<file path="src/rtl/avg_sample_fifo.sv">
// First-word-fall-through sample FIFO behind the moving-average filter.
// The head sample, occupancy and overflow status are all held in registers.
module avg_sample_fifo #(
    parameter int DEPTH    = 16,
    parameter int AF_LEVEL = 12
) (
    input  logic                       clk,
    input  logic                       rst_n,
    input  logic                       enable,
    input  logic                       flush,
    input  logic                       in_pulse,
    input  logic [15:0]                din,
    input  logic                       m_ready,
    output logic                       m_valid,
    output logic [15:0]                m_data,
    output logic [$clog2(DEPTH):0]     level,
    output logic                       almost_full,
    output logic                       overflow,
    output logic [7:0]                 ovf_cnt,
    input  logic                       clr_ovf
);

    localparam int AW = $clog2(DEPTH);
    localparam int LW = AW + 1;
    localparam logic [LW-1:0] FULL_L = LW'(DEPTH);
    localparam logic [LW-1:0] AF_L   = LW'(AF_LEVEL);

    logic [15:0]   mem_r [DEPTH];
    logic [AW-1:0] rd_ptr_r, wr_ptr_r, rd_ptr_nxt_s, wr_ptr_nxt_s;
    logic [LW-1:0] level_r, level_nxt_s;
    logic [15:0]   m_data_r, m_data_nxt_s;
    logic          m_valid_r, almost_full_r, overflow_r;
    logic [7:0]    ovf_cnt_r;
    logic          push_s, pop_s, full_s, wr_en_s, drop_s;

    // Accept/drop decisions, next pointers, next occupancy and next head sample
    always_comb begin
        push_s       = enable & in_pulse;
        pop_s        = m_valid_r & m_ready;
        full_s       = (level_r == FULL_L);
        wr_en_s      = push_s & (~full_s | pop_s) & ~flush;
        drop_s       = push_s & full_s & ~pop_s & ~flush;
        rd_ptr_nxt_s = rd_ptr_r;
        wr_ptr_nxt_s = wr_ptr_r;
        level_nxt_s  = level_r;
        m_data_nxt_s = m_data_r;
        if (flush) begin
            rd_ptr_nxt_s = {AW{1'b0}};
            wr_ptr_nxt_s = {AW{1'b0}};
            level_nxt_s  = {LW{1'b0}};
        end else begin
            rd_ptr_nxt_s = pop_s ? rd_ptr_r + AW'(1) : rd_ptr_r;
            wr_ptr_nxt_s = wr_en_s ? wr_ptr_r + AW'(1) : wr_ptr_r;
            case ({wr_en_s, pop_s})
                2'b10:   level_nxt_s = level_r + LW'(1);
                2'b01:   level_nxt_s = level_r - LW'(1);
                default: level_nxt_s = level_r;
            endcase
            // A sample written into the slot that becomes the head must bypass the RAM
            if (level_nxt_s == {LW{1'b0}}) begin
                m_data_nxt_s = m_data_r;
            end else if (wr_en_s && (wr_ptr_r == rd_ptr_nxt_s)) begin
                m_data_nxt_s = din;
            end else begin
                m_data_nxt_s = mem_r[rd_ptr_nxt_s];
            end
        end
    end

    // Sample storage; contents are not reset
    always_ff @(posedge clk) begin
        if (wr_en_s) begin
            mem_r[wr_ptr_r] <= din;
        end
    end

    // Pointers, occupancy and registered head/status outputs
    always_ff @(posedge clk or negedge rst_n) begin
        if (!rst_n) begin
            rd_ptr_r      <= {AW{1'b0}};
            wr_ptr_r      <= {AW{1'b0}};
            level_r       <= {LW{1'b0}};
            m_valid_r     <= 1'b0;
            m_data_r      <= 16'h0000;
            almost_full_r <= 1'b0;
        end else begin
            rd_ptr_r      <= rd_ptr_nxt_s;
            wr_ptr_r      <= wr_ptr_nxt_s;
            level_r       <= level_nxt_s;
            m_valid_r     <= (level_nxt_s != {LW{1'b0}});
            m_data_r      <= m_data_nxt_s;
            almost_full_r <= (level_nxt_s >= AF_L);
        end
    end

    // Sticky overflow flag and saturating drop counter; a clear loses to a same-cycle drop
    always_ff @(posedge clk or negedge rst_n) begin
        if (!rst_n) begin
            overflow_r <= 1'b0;
            ovf_cnt_r  <= 8'd0;
        end else if (clr_ovf) begin
            overflow_r <= drop_s;
            ovf_cnt_r  <= drop_s ? 8'd1 : 8'd0;
        end else if (drop_s) begin
            overflow_r <= 1'b1;
            ovf_cnt_r  <= (ovf_cnt_r == 8'hFF) ? 8'hFF : ovf_cnt_r + 8'd1;
        end else begin
            overflow_r <= overflow_r;
            ovf_cnt_r  <= ovf_cnt_r;
        end
    end

    assign m_valid     = m_valid_r;
    assign m_data      = m_data_r;
    assign level       = level_r;
    assign almost_full = almost_full_r;
    assign overflow    = overflow_r;
    assign ovf_cnt     = ovf_cnt_r;

endmodule

</file>
<file path="config.mk">
export PLATFORM = sky130hd
export DESIGN_NAME = avg_sample_fifo
export DESIGN_NICKNAME = d
export VERILOG_FILES = /design/src/rtl/avg_sample_fifo.sv
export SDC_FILE = /design/constraint.sdc
export NUM_CORES = 1
export LEC_CHECK = 0
export CAP_MARGIN = 20
export CORE_MARGIN = 3
export CORE_UTILIZATION = 45
export CTS_CLUSTER_DIAMETER = 30
export CTS_CLUSTER_SIZE = 12
export DETAILED_ROUTE_END_ITERATION = 12
export GPL_TIMING_DRIVEN = 0
export SLEW_MARGIN = 20
export SYNTH_ARGS = -nofsm -noshare
export SYNTH_HDL_FRONTEND = slang
export SYNTH_SLANG_ARGS = --single-unit
</file>
<file path="constraint.sdc">
create_clock -name clk -period 4.68 [get_ports clk]
set_clock_uncertainty 0.15 [all_clocks]
set_input_delay 0.936 -clock clk [delete_from_list [all_inputs] [get_ports clk]]
set_output_delay 0.936 -clock clk [all_outputs]
set_load 0.01 [all_outputs]
</file>
==> metrics.cfg <==
[setup_path]
start_kind=input port
worstSetupPathType=input port to flop
arrival_ns=4.65
startpoint=m_ready
path_max_fanout=10
reg2reg_from=rd_ptr_r[1]
crit_required_ns=4.96
end_kind=flop

[clock_network]
clock-root-buffer=clkbuf_16
cts_made_buffers=66
postCtsHoldBufs=0
cts.clk_slew.worst_paths_ns=0.04
post_cts_buffers=0
cts_tree=yes
clk_latency_ns=0.56
clockBufferDepth=3
htreeDepth=3
clkSinkCount=296

[yosys]
async_flop_share=0.135
synth_seq_cells=296
syn-instance-count=1105
yosys_warnings=0
ys.flop_type=edfxtp_1
synth_area_um2=14200
seq_area_frac_synth=0.613
yosysUniqueCellTypes=75
syn_avg_cell_area_um2=12.8
syn_nets=1137
synth-edff-count=256

[finish]
mostFrequentLayoutCells=edfxtp_1, mux2i_1, clkbuf_16
antennaDiodeCount=0
drive_gt1_frac=0.162
n_fill_cell=2484
ff_latch_area_um2=8690
syn2layout_area_growth_pct=24.5
multi_input_area_um2=5050
final_common_cell=edfxtp_1
instances_no_fill=1690
finalNetCount=1272
fin_util=0.572
final_cell_area_um2=17600

[place]
port_buffers=53
place.gp.congestion=0.878
placed_cells=1569
dpl_cell_area_um2=15400
hpwl_um=30100

[floorplanning]
fp.dieW_um=183
num_io_pins=55
fp.dieH_um=183
rows=64
core_um2=30800
initial_utilization=0.460
fp.dieArea_um2=33700

[sta]
grt_setup_unrepaired=false
post-route-period-util=0.933
hold_ws_ns=0.238
fin_crit_ns=4.37
finalSetupViolations=0
hold_violations=0
tightest_slew_ns=1.05
maxSlewViolCount=0
max_slew_margin=0.299
fmax_mhz=229

[routing]
drc=0
vias=10800
ant_nets=0
wl_um=45200
vias_per_cell=6.39
wl_per_cell_um=26.8
drt_iter0_drc=1366
drtPass1Iterations=5

[global_route]
overflow=0
grt_pass1_vias=10700
grt_pass1_wl_um=67500
grt_max_degree=26
grt_antenna_before_repair=1
grtUsageTotal=0.269

[power_and_ir_drop]
finalPower_mw=9.72
powerDensity_nw_per_um2=551
vdd_drop_max_uv=281
leakagePower_nw=6.05

[outcome]
outcome=finished clean

[flow_run]
drv_cap=0

[worst_hold_path]
min_path_type=input port to async pin

-- logic make-up (layout without fill, tap and decap cells) --
family | after synthesis | after routing | share of synthesized area
simple gates | 302 | 302 | 0.119
flops | 296 | 296 | 0.613
compound gates | 276 | 276 | 0.144
buf+inv | 112 | 301 | 0.0366
mux | 95 | 95 | 0.0689
xor+xnor | 15 | 15 | 0.0113
fa+ha+maj | 9 | 9 | 0.00794
-- stage by stage --
stage               setup slack [ns]  setup TNS, ns
detailed placement            -0.863         -11.34
global route                  0.0767              0
finish                         0.315              0
CTS                            0.167              0
floorplan                      0.571              0
global placement              -0.770         -33.73
-- per-layer routing --
| metal | track usage | routed length [µm] | share of wire |
|---|---|---|---|
| met1 | 0.382 | 19200 | 0.42 |
| met2 | 0.411 | 20300 | 0.45 |
| met3 | 0.0516 | 4090 | 0.090 |
| met4 | 0.110 | 1610 | 0.036 |
| met5 | 0 | 0 | 0 |
-- power by group --
group / internal (mW) / switching [mW]
sequential: 2.98 / 0.0625
clock: 3.10 / 1.47
combinational: 0.762 / 1.35
total: 6.84 / 2.88
-- cells in the mapped netlist (all sizes together), types with 3 or more instances --
cell type / number / area [µm²]
a211oi: 10 / 75.1
a21o: 3 / 22.5
a21oi: 12 / 63.8
a221oi: 10 / 87.6
a311oi: 4 / 35.0
a31oi: 33 / 206
a32oi: 8 / 70.1
and3b: 3 / 26.3
and4b: 5 / 50.1
buf: 55 / 305
clkbuf: 44 / 165
dfrtp: 40 / 1000
edfxtp: 256 / 7690
ha: 9 / 113
inv: 13 / 48.8
mux2: 11 / 124
mux2i: 84 / 853
nand2: 20 / 82.6
nand2b: 33 / 206
nand3: 47 / 235
nand3b: 22 / 165
nand4: 21 / 131
nor2: 45 / 179
nor2b: 17 / 106
nor3: 58 / 295
nor4: 5 / 31.3
o2111a: 21 / 236
o2111ai: 11 / 96.3
o211ai: 3 / 22.5
o21ai: 51 / 259
o221ai: 21 / 190
o22ai: 40 / 256
o31ai: 23 / 173
o32ai: 6 / 52.6
or3: 16 / 100
xnor2: 6 / 52.6
xor2: 7 / 61.3
-- layout make-up --
cell class / instances / area share
Tap cell: 396 / 0.0281
Sequential cell: 296 / 0.492
Clock buffer: 82 / 0.0993
Buffer: 98 / 0.0264
Timing Repair Buffer: 68 / 0.0394
Multi-Input combinational cell: 697 / 0.286
Clock inverter: 40 / 0.0256
Inverter: 13 / 0.00291
-- worst paths after layout --
check | endpoint | slack [ns] | cells after the start
hold reg to reg | overflow | 0.32 | 1
min in group clk | overflow | 0.32 | 1
max in group asynchronous | wr_ptr_r[3] | 3.63 | 2
hold / removal | m_data[7] | 0.24 | 1
setup reg to reg | m_data[0] | 0.67 | 10
setup / recovery | m_data[13] | 0.31 | 17
-- critical path, cell delays in order --
cell and delay (ns):
clkdlybuf4s50_1 0.48, buf_4 0.19, nand2_4 0.08, a41oi_2 0.33, inv_2 0.12, ha_1 0.21, buf_2 0.17, xor2_1 0.15
ha_1 0.21, a21oi_1 0.14, mux2_2 0.38, mux2i_1 0.24, o221ai_2 0.22, nor2_2 0.24, inv_1 0.11, buf_6 0.16
mux2_2 0.27
-- state kept, by name, indices dropped and copies added (netlist names) --
register     cells
mem_r          256
m_data          16
ovf_cnt          8
level            5
rd_ptr_r         4
wr_ptr_r         4
almost_full      1
m_valid          1
overflow         1
-- timing repair --
action | in CTS | in global routing
pin swaps | 0 | 0
endpoints found under the setup margin | 11 | 9
resized for setup | 0 | 2
Power figures use the tool's default switching activity.
